--- src/rtl/sparc_exu_ecc_corr_ctl.sv ---
// ECC correction controller: picks one of two requesters (round-robin),
// decodes the captured syndrome through an external one-hot decoder,
// classifies and corrects the word, and returns it through a valid/ready
// response. Also keeps saturating counts of correctable and uncorrectable events.
module sparc_exu_ecc_corr_ctl #(
  parameter int CNT_W = 8
) (
  input  logic             rclk,
  input  logic             reset,
  input  logic             req0_vld,
  input  logic             req1_vld,
  input  logic [63:0]      req0_data,
  input  logic [63:0]      req1_data,
  input  logic [6:0]       req0_syn,
  input  logic [6:0]       req1_syn,
  input  logic             req0_par,
  input  logic             req1_par,
  output logic             req0_rdy,
  output logic             req1_rdy,
  output logic [6:0]       dec_q,
  input  logic [63:0]      dec_e,
  output logic             cor_vld,
  input  logic             cor_rdy,
  output logic [63:0]      cor_data,
  output logic             cor_id,
  output logic             cor_ce,
  output logic             cor_ue,
  input  logic             cnt_clr,
  output logic [CNT_W-1:0] ce_cnt,
  output logic [CNT_W-1:0] ue_cnt
);

  typedef enum logic [1:0] {
    IDLE   = 2'd0,
    DECODE = 2'd1,
    RESP   = 2'd2
  } state_t;

  localparam logic [CNT_W-1:0] CNT_ONE = {{(CNT_W-1){1'b0}}, 1'b1};
  localparam logic [CNT_W-1:0] CNT_MAX = {CNT_W{1'b1}};

  state_t           state_q, state_d;
  logic             ptr_q;
  logic [63:0]      data_q;
  logic [6:0]       syn_q;
  logic             par_q;
  logic             id_q;
  logic [63:0]      cor_data_q;
  logic             cor_id_q, cor_ce_q, cor_ue_q;
  logic [CNT_W-1:0] ce_cnt_q, ue_cnt_q;

  logic             gnt0, gnt1, accept, in_idle, hs;
  logic             syn_nz, syn_one;
  logic [63:0]      fix_data;
  logic             fix_ce, fix_ue;

  // Round-robin: on contention the requester not granted last wins.
  assign in_idle  = (state_q == IDLE);
  assign gnt0     = req0_vld & (~req1_vld | ptr_q);
  assign gnt1     = req1_vld & (~req0_vld | ~ptr_q);
  assign req0_rdy = in_idle & gnt0 & ~reset;
  assign req1_rdy = in_idle & gnt1 & ~reset;
  assign accept   = (req0_vld & req0_rdy) | (req1_vld & req1_rdy);

  assign dec_q    = (state_q == DECODE) ? syn_q : 7'h00;
  assign cor_vld  = (state_q == RESP);
  assign hs       = cor_vld & cor_rdy;
  assign cor_data = cor_data_q;
  assign cor_id   = cor_id_q;
  assign cor_ce   = cor_ce_q;
  assign cor_ue   = cor_ue_q;
  assign ce_cnt   = ce_cnt_q;
  assign ue_cnt   = ue_cnt_q;

  // Next-state logic.
  always_comb begin
    state_d = state_q;
    unique case (state_q)
      IDLE:    if (accept) state_d = DECODE;
      DECODE:  state_d = RESP;
      RESP:    if (cor_rdy) state_d = IDLE;
      default: state_d = IDLE;
    endcase
  end

  // Classify the captured word; a single-bit syndrome with parity error
  // means a check bit flipped, so the data itself is already good.
  always_comb begin
    syn_nz   = |syn_q;
    syn_one  = syn_nz & ~|(syn_q & (syn_q - 7'd1));
    fix_data = data_q;
    fix_ce   = 1'b0;
    fix_ue   = 1'b0;
    if (!syn_nz && !par_q) begin
      fix_ce = 1'b0;
    end else if (syn_nz && par_q && (|dec_e)) begin
      fix_data = data_q ^ dec_e;
      fix_ce   = 1'b1;
    end else if (par_q && (!syn_nz || syn_one)) begin
      fix_ce = 1'b1;
    end else begin
      fix_ue = 1'b1;
    end
  end

  // State register, arbitration pointer and request capture.
  always_ff @(posedge rclk or posedge reset) begin
    if (reset) begin
      state_q <= IDLE;
      ptr_q   <= 1'b1;
      data_q  <= '0;
      syn_q   <= '0;
      par_q   <= 1'b0;
      id_q    <= 1'b0;
    end else begin
      state_q <= state_d;
      if (in_idle && accept) begin
        ptr_q  <= req1_rdy;
        id_q   <= req1_rdy;
        data_q <= req1_rdy ? req1_data : req0_data;
        syn_q  <= req1_rdy ? req1_syn  : req0_syn;
        par_q  <= req1_rdy ? req1_par  : req0_par;
      end
    end
  end

  // Response registers, loaded once in DECODE and held through RESP.
  always_ff @(posedge rclk or posedge reset) begin
    if (reset) begin
      cor_data_q <= '0;
      cor_id_q   <= 1'b0;
      cor_ce_q   <= 1'b0;
      cor_ue_q   <= 1'b0;
    end else if (state_q == DECODE) begin
      cor_data_q <= fix_data;
      cor_id_q   <= id_q;
      cor_ce_q   <= fix_ce;
      cor_ue_q   <= fix_ue;
    end
  end

  // Saturating event counters; clear has priority over a handshake.
  always_ff @(posedge rclk or posedge reset) begin
    if (reset) begin
      ce_cnt_q <= '0;
      ue_cnt_q <= '0;
    end else if (cnt_clr) begin
      ce_cnt_q <= '0;
      ue_cnt_q <= '0;
    end else if (hs) begin
      if (cor_ce_q && (ce_cnt_q != CNT_MAX)) ce_cnt_q <= ce_cnt_q + CNT_ONE;
      if (cor_ue_q && (ue_cnt_q != CNT_MAX)) ue_cnt_q <= ue_cnt_q + CNT_ONE;
    end
  end

endmodule

--- config.mk ---
export PLATFORM = sky130hd
export DESIGN_NAME = sparc_exu_ecc_corr_ctl
export DESIGN_NICKNAME = d
export VERILOG_FILES = /design/src/rtl/sparc_exu_ecc_corr_ctl.sv
export SDC_FILE = /design/constraint.sdc
export NUM_CORES = 1
export LEC_CHECK = 0
export BUFFER_PORTS_ARGS = -buffer_cell sky130_fd_sc_hd__buf_2
export CORE_AREA = 2 2 128 130
export CTS_CLUSTER_SIZE = 16
export DETAILED_ROUTE_END_ITERATION = 10
export DIE_AREA = 0 0 130 132
export PLACE_DENSITY_LB_ADDON = 0.08
export SLEW_MARGIN = 20
export SYNTH_ARGS = -nofsm -noshare
export SYNTH_HDL_FRONTEND = slang
export SYNTH_SLANG_ARGS = --single-unit
--- constraint.sdc ---
create_clock -name rclk -period 5.76 [get_ports rclk]
set_clock_uncertainty 0.15 [all_clocks]
set_input_delay 0.576 -clock rclk [delete_from_list [all_inputs] [get_ports rclk]]
set_output_delay 0.576 -clock rclk [all_outputs]
set_load 0.05 [all_outputs]
# Word level (Yosys, flattened, before mapping)
# Cells that the tools add are included.
[word_totals]
reg_bits = 159
latch_bits = 0
ram_bits = 0
romBits = 0
inputBits = 214
elab_cells = 82
mem_count = 0
[op_classes]
n_addsub = 3
n_mul = 0
div = 0
order_cmp = 0
eq_ne = 6
shifts = 0
mux = 21
n_bitwise = 19
n_reduce_logical = 21
[ops]
columns = ["op", "n"]
rows = [
  ["64-bit 2-to-1 mux", 3],
  ["64-bit OR reduction", 1],
  ["64-bit XOR", 1],
  ["8-bit 2-to-1 mux", 6],
  ["8-bit by 1-bit adder with 8-bit output (second input constant)", 2],
  ["8-bit != test (second input constant)", 2],
  ["7-bit 2-to-1 mux", 2],
  ["7-bit OR reduction", 2],
  ["1-bit AND", 10],
  ["7-bit AND", 1],
  ["1-bit logical AND", 7],
  ["1-bit 2-to-1 mux", 7],
  ["7-bit by 1-bit subtractor with 7-bit output (second input constant)", 1],
  ["2-bit case mux with 3 select lines", 1],
  ["2-bit AND reduction", 3],
  ["2-bit nonzero test", 3],
  ["2-bit 2-to-1 mux", 2],
  ["1-bit NOT", 4],
  ["1-bit logical NOT", 3],
  ["1-bit bitwise OR", 3],
  ["2-bit by 1-bit equality test with 1-bit output (second input constant)", 1],
  ["2-bit equality test (second input constant)", 1],
  ["2-bit logical NOT", 1],
  ["2-bit by 1-bit != test with 1-bit output (second input constant)", 1],
  ["other kinds (2)", 2],
]

# Depth between registers and ports, before layout
[logic_depth]
ltp_word = 10
ltp_mapped = 7
ltp_nobuf = 6

# Worst setup path before layout
# Ideal clock, no wire load.
[synth_path]
kind = "in2out"
start = "input reset"
end = "output req0_rdy"
t_arrival_ps = 1689
required_time_ps = 5034
slack_ps = 3345
path_stages = 4
n_path_buf = 1
cell_sequence = "nor3_1 nand3_1 inv_2 clkbuf_1"
[synth_between]
elab_chain_len = 2
[synth_rtl]
columns = ["element", "line", "source"]
rows = [
  ["start, declared", "9", "input logic reset,"],
  ["1-bit NOT", "61", "assign req0_rdy = in_idle & gnt0 & ~reset;"],
  ["1-bit AND", "61", ""],
  ["end, declared", "18", "output logic req0_rdy,"],
]
# Every way passes these cells.

# Final worst setup path
[layout_path]
start = "register state_q[0]"
end = "output req1_rdy"
[layout_between]
elab_chain_len = 3
[layout_rtl]
columns = ["element", "line", "source"]
rows = [
  ["start, declared", "42", "state_t state_q, state_d;"],
  ["start signal, assigned", "116", "state_q <= state_d;"],
  ["2-bit logical NOT", "58", "assign in_idle = (state_q == IDLE);"],
  ["1-bit AND (2 in series)", "62", "assign req1_rdy = in_idle & gnt1 & ~reset;"],
  ["end, declared", "19", "output logic req1_rdy,"],
]
# Every way passes these cells.

==> impl_metrics.prom <==
# TYPE chip_impl_metric gauge
chip_impl_info{name="crit_path_start_kind",value="register"} 1
chip_impl_metric{name="finish.net_count",unit=""} 1376
chip_impl_metric{name="period_share",unit="%"} 56.94
chip_impl_metric{name="critPathMaxFanout",unit=""} 71
chip_impl_metric{name="cts.hold.buffers_added",unit=""} 0
chip_impl_metric{name="synth_area",unit="um^2"} 7605
chip_impl_metric{name="vias_in_the_first_global_route",unit=""} 6706
chip_impl_metric{name="postSynthNetCount",unit=""} 1098
chip_impl_info{name="cts_tree",value="built"} 1
chip_impl_info{name="critical_path_s_slowest_cell",value="nand3_4"} 1
chip_impl_metric{name="design_power_total",unit="mW"} 5.647
chip_impl_info{name="yosys_most_used_dff",value="dfrtp_1"} 1
chip_impl_info{name="critical_path.cell_chain",value="nor3_1 -> nand3_4 -> inv_1 -> buf_2"} 1
chip_impl_metric{name="instances_no_fill",unit=""} 1395
chip_impl_metric{name="power_frac_clock",unit="%"} 20.2
chip_impl_metric{name="floorplan.rows",unit=""} 46
chip_impl_metric{name="clock_buffer_count_from_cts",unit=""} 17
chip_impl_metric{name="synth_seq_cells",unit=""} 159
chip_impl_info{name="worst_setup_ep_type",value="output port"} 1
chip_impl_metric{name="layout-drive-gt1-share",unit="%"} 30.01
chip_impl_metric{name="ys_async_sr_fraction",unit="%"} 100.0
chip_impl_metric{name="floorplan.initialDensity",unit="%"} 48.40
chip_impl_metric{name="clkLatencyLatePin",unit="ns"} 0.42
chip_impl_metric{name="worstMarginPinSlew",unit="ns"} 0.9548
chip_impl_metric{name="cts-htree-levels",unit=""} 4
chip_impl_metric{name="static-leakage-power",unit="nW"} 4.988
chip_impl_metric{name="grt_first_pass_wirelength",unit="um"} 35450
chip_impl_metric{name="crit_path_max_incr_delay",unit="ns"} 0.70
chip_impl_info{name="timing_worst_setup_path_type",value="reg -> out"} 1
chip_impl_metric{name="drt-initial-drc-count",unit=""} 397
chip_impl_metric{name="post_cts.repair.setup_buffers",unit=""} 0
chip_impl_metric{name="pre_cts_ws",unit="ns"} 2.680
chip_impl_info{name="status",value="finished clean"} 1
chip_impl_metric{name="pd_cells",unit="nW/um^2"} 572.3
chip_impl_metric{name="max_slew_headroom",unit="%"} 36.35
chip_impl_metric{name="average_vias_per_placed_instance",unit=""} 5.106
chip_impl_metric{name="period_minus_slack",unit="ns"} 3.280
chip_impl_metric{name="synth_enable_flop_cells",unit=""} 0
chip_impl_metric{name="final.setup.tns",unit="ns"} 0
chip_impl_metric{name="via_count",unit=""} 7123
chip_impl_metric{name="ir_drop",unit="mV"} 0.2781
chip_impl_metric{name="numPlacedInstances",unit=""} 1357
chip_impl_metric{name="cts.path.max_buffers",unit=""} 2
chip_impl_metric{name="final-max-slew-violation-count",unit=""} 0
chip_impl_metric{name="finalWirelength",unit="um"} 22320
chip_impl_metric{name="synth_simple_gate_area_share",unit="%"} 22.90
chip_impl_metric{name="floorplan.die.width",unit="um"} 130
chip_impl_metric{name="core",unit="um^2"} 15710
chip_impl_metric{name="drt_first_pass_iters",unit=""} 5
chip_impl_metric{name="hpwl",unit="um"} 15890
chip_impl_metric{name="combinationalPowerShare",unit="%"} 44.8
chip_impl_metric{name="areaGrowthSynthToFinish",unit="%"} 29.75
chip_impl_metric{name="timing.final.setup_violations",unit=""} 0
chip_impl_metric{name="synth_cell_types",unit=""} 33
chip_impl_metric{name="die_y",unit="um"} 132
chip_impl_metric{name="worstPathRequired",unit="ns"} 5.03
chip_impl_metric{name="filler_cell_count",unit=""} 1439
chip_impl_metric{name="cts.repair.resized",unit=""} 0
chip_impl_metric{name="routed_wire_length_per_instance",unit="um"} 16.00
chip_impl_metric{name="arrival",unit="ns"} 2.55
chip_impl_metric{name="syn-mean-instance-area",unit="um^2"} 8.622
chip_impl_info{name="hold_class",value="in -> async"} 1
chip_impl_info{name="clock-root-buffer",value="clkbuf_16"} 1
chip_impl_metric{name="drv_cap",unit=""} 0
chip_impl_metric{name="design_area",unit="um^2"} 9867
chip_impl_metric{name="grt_antenna_before_repair",unit=""} 7
chip_impl_metric{name="synth_xor_area_share",unit="%"} 8.983
chip_impl_metric{name="buffer_ports.inserted",unit=""} 306
chip_impl_metric{name="netSwitchingPower",unit="mW"} 2.598
chip_impl_metric{name="floorplan.die_area",unit="um^2"} 17160
chip_impl_metric{name="design.portCount",unit=""} 307
chip_impl_info{name="synth_top_family_by_area",value="simple AND/OR/NAND/NOR gates"} 1
chip_impl_metric{name="syn-instance-count",unit=""} 882
chip_impl_metric{name="drc",unit=""} 0
chip_impl_metric{name="finalHoldViolCount",unit=""} 0
chip_impl_metric{name="clock_sink_count",unit=""} 159
chip_impl_metric{name="yosys.area_share.adder",unit="%"} 0.3291
chip_impl_metric{name="placement.cell_area",unit="um^2"} 9250
chip_impl_metric{name="globalplace.congestion",unit=""} 0.8476
chip_impl_metric{name="grt_start_max_net_pins",unit=""} 106
chip_impl_info{name="grt_setup_unrepaired",value="no"} 1
chip_impl_metric{name="grt_overflow",unit=""} 0
chip_impl_metric{name="seq_power_share",unit="%"} 35.0
chip_impl_metric{name="worst_case_setup_margin_in_the_final_layout",unit="ns"} 2.480
chip_impl_metric{name="globalRouteTotalUtil",unit="%"} 26.64
chip_impl_metric{name="cts.reportedPaths.clkPinSlew",unit="ns"} 0.06
chip_impl_metric{name="power.switching_fraction",unit="%"} 46.00
chip_impl_metric{name="synthMuxAreaShare",unit="%"} 0.2632
chip_impl_metric{name="achievable-frequency",unit="MHz"} 304.9
chip_impl_metric{name="sequential_element_share_of_the_synthesized_area",unit="%"} 52.34
chip_impl_metric{name="internal-power",unit="mW"} 3.049
chip_impl_metric{name="yosysWarnings",unit=""} 0
chip_impl_metric{name="synth-compound-area-share",unit="%"} 11.53
chip_impl_metric{name="route.antenna.remaining_nets",unit=""} 0
[per-layer routing]
layer / GRT usage, % / part of all wire [%] / vias up
met3: 5.966 / 6.7 / 32
li1: - / - / 3488
met5: 0 / 0.058 / -
met4: 9.319 / 2.2 / 2
met1: 35.34 / 42 / 3346
met2: 42.99 / 49 / 255
[worst max-delay path: cells and delay by family (launching register included)]
| family | cells | cell delay (ns) |
|---|---|---|
| buf+inv | 2 | 0.45 |
| flops | 1 | 0.44 |
| simple gates | 2 | 1.23 |
[cells in the final DEF, fill, tap and decap left out, drive strengths merged]
master,instances
nor2,88
a211oi,2
dfrtp,158
inv,9
clkinv,5
nand4,4
a41o,2
mux2i,2
nor3,8
o21a,2
and4,2
nand2b,3
or3,2
a311oi,2
buf,313
ha,2
bufinv,2
xnor2,8
nand3,6
diode,6
dfstp,1
nand4b,2
nor4,16
o21ai,67
nand2,288
clkbuf,21
or4,2
a211o,2
clkinvlp,3
a31oi,73
and2,7
nor2b,1
xor2,70
[area by class of cell]
| class | instances | area, um^2 | share of cell area (%) |
|---|---|---|---|
| diodes | 6 | 15.01 | 0.1522 |
| well taps | 216 | 270.3 | 2.739 |
| clock inverters | 11 | 131.4 | 1.331 |
| clock buffers | 21 | 470.5 | 4.768 |
| flip-flops and latches | 159 | 3980 | 40.34 |
| inverters | 8 | 35.03 | 0.3551 |
| repair buffers | 313 | 1584 | 16.05 |
| multi-input cells | 661 | 3381 | 34.26 |
[state kept, by name, summed over array words and instances, names as in the netlist]
| register | count |
|---|---|
| cor_data | 64 |
| ptr_q | 1 |
| cor_id | 1 |
| cor_ce | 1 |
| syn_q | 7 |
| ue_cnt | 8 |
| par_q | 1 |
| ce_cnt | 8 |
| state_q | 2 |
| data_q | 64 |
| cor_ue | 1 |
| id_q | 1 |
[stage by stage]
stage               util (%)  hold slack, ns
CTS                    62.70          0.2293
global route           62.80          0.2434
finish                 62.80          0.2376
global placement       58.87          0.3058
detailed placement     58.87          0.3113
floorplan                  -          0.2886
[Yosys cell counts (3+ instances only)]
library cell | instances | area (um^2)
buf_6 | 6 | 67.56
nor3_1 | 8 | 40.04
xnor2_1 | 8 | 70.07
nand2_1 | 288 | 1081
and2_1 | 7 | 43.79
clkbuf_1 | 43 | 161.4
o21ai_0 | 41 | 205.2
dfrtp_1 | 158 | 3954
nand4_1 | 4 | 25.02
nor4_1 | 16 | 100.1
nand3_1 | 6 | 30.03
nor2_1 | 88 | 330.3
o21ai_1 | 26 | 130.1
xor2_1 | 70 | 613.1
a31oi_1 | 73 | 456.7
inv_1 | 7 | 26.28
buf_1 | 5 | 18.77
nand2b_1 | 3 | 18.77
[power groups by stage]
stage	clock network (mW)	logic, mW	registers [mW]
2_1_floorplan	0	1.17	2.73
3_3_place_gp	0	2.50	1.98
3_5_place_dp	0	2.54	1.99
4_1_cts	1.15	2.55	1.98
5_1_grt	1.20	2.78	2.04
6_report	1.14	2.53	1.98
[final timing paths]
path	startpoint	to	slack [ns]	cells past startpoint
hold reg to reg	cor_data[58]	cor_data[58]	0.32	2
setup reg to reg	state_q[0]	data_q[13]	2.84	5
setup / recovery	state_q[0]	req1_rdy	2.48	4
min in group rclk	req0_data[9]	data_q[9]	0.24	3
max in group asynchronous	reset	cor_data[32]	3.89	3
hold / removal	reset	data_q[53]	0.24	2
[logic make-up after synthesis]
logic type | Yosys count
xor gates and xnor gates | 78
AOI/OAI and AO/OA | 150
buffers and inverters | 62
adders and majority gates | 2
DFF | 159
and+or+nand+nor | 429
muxes | 2
No activity file was read; power rests on OpenSTA's default activity.
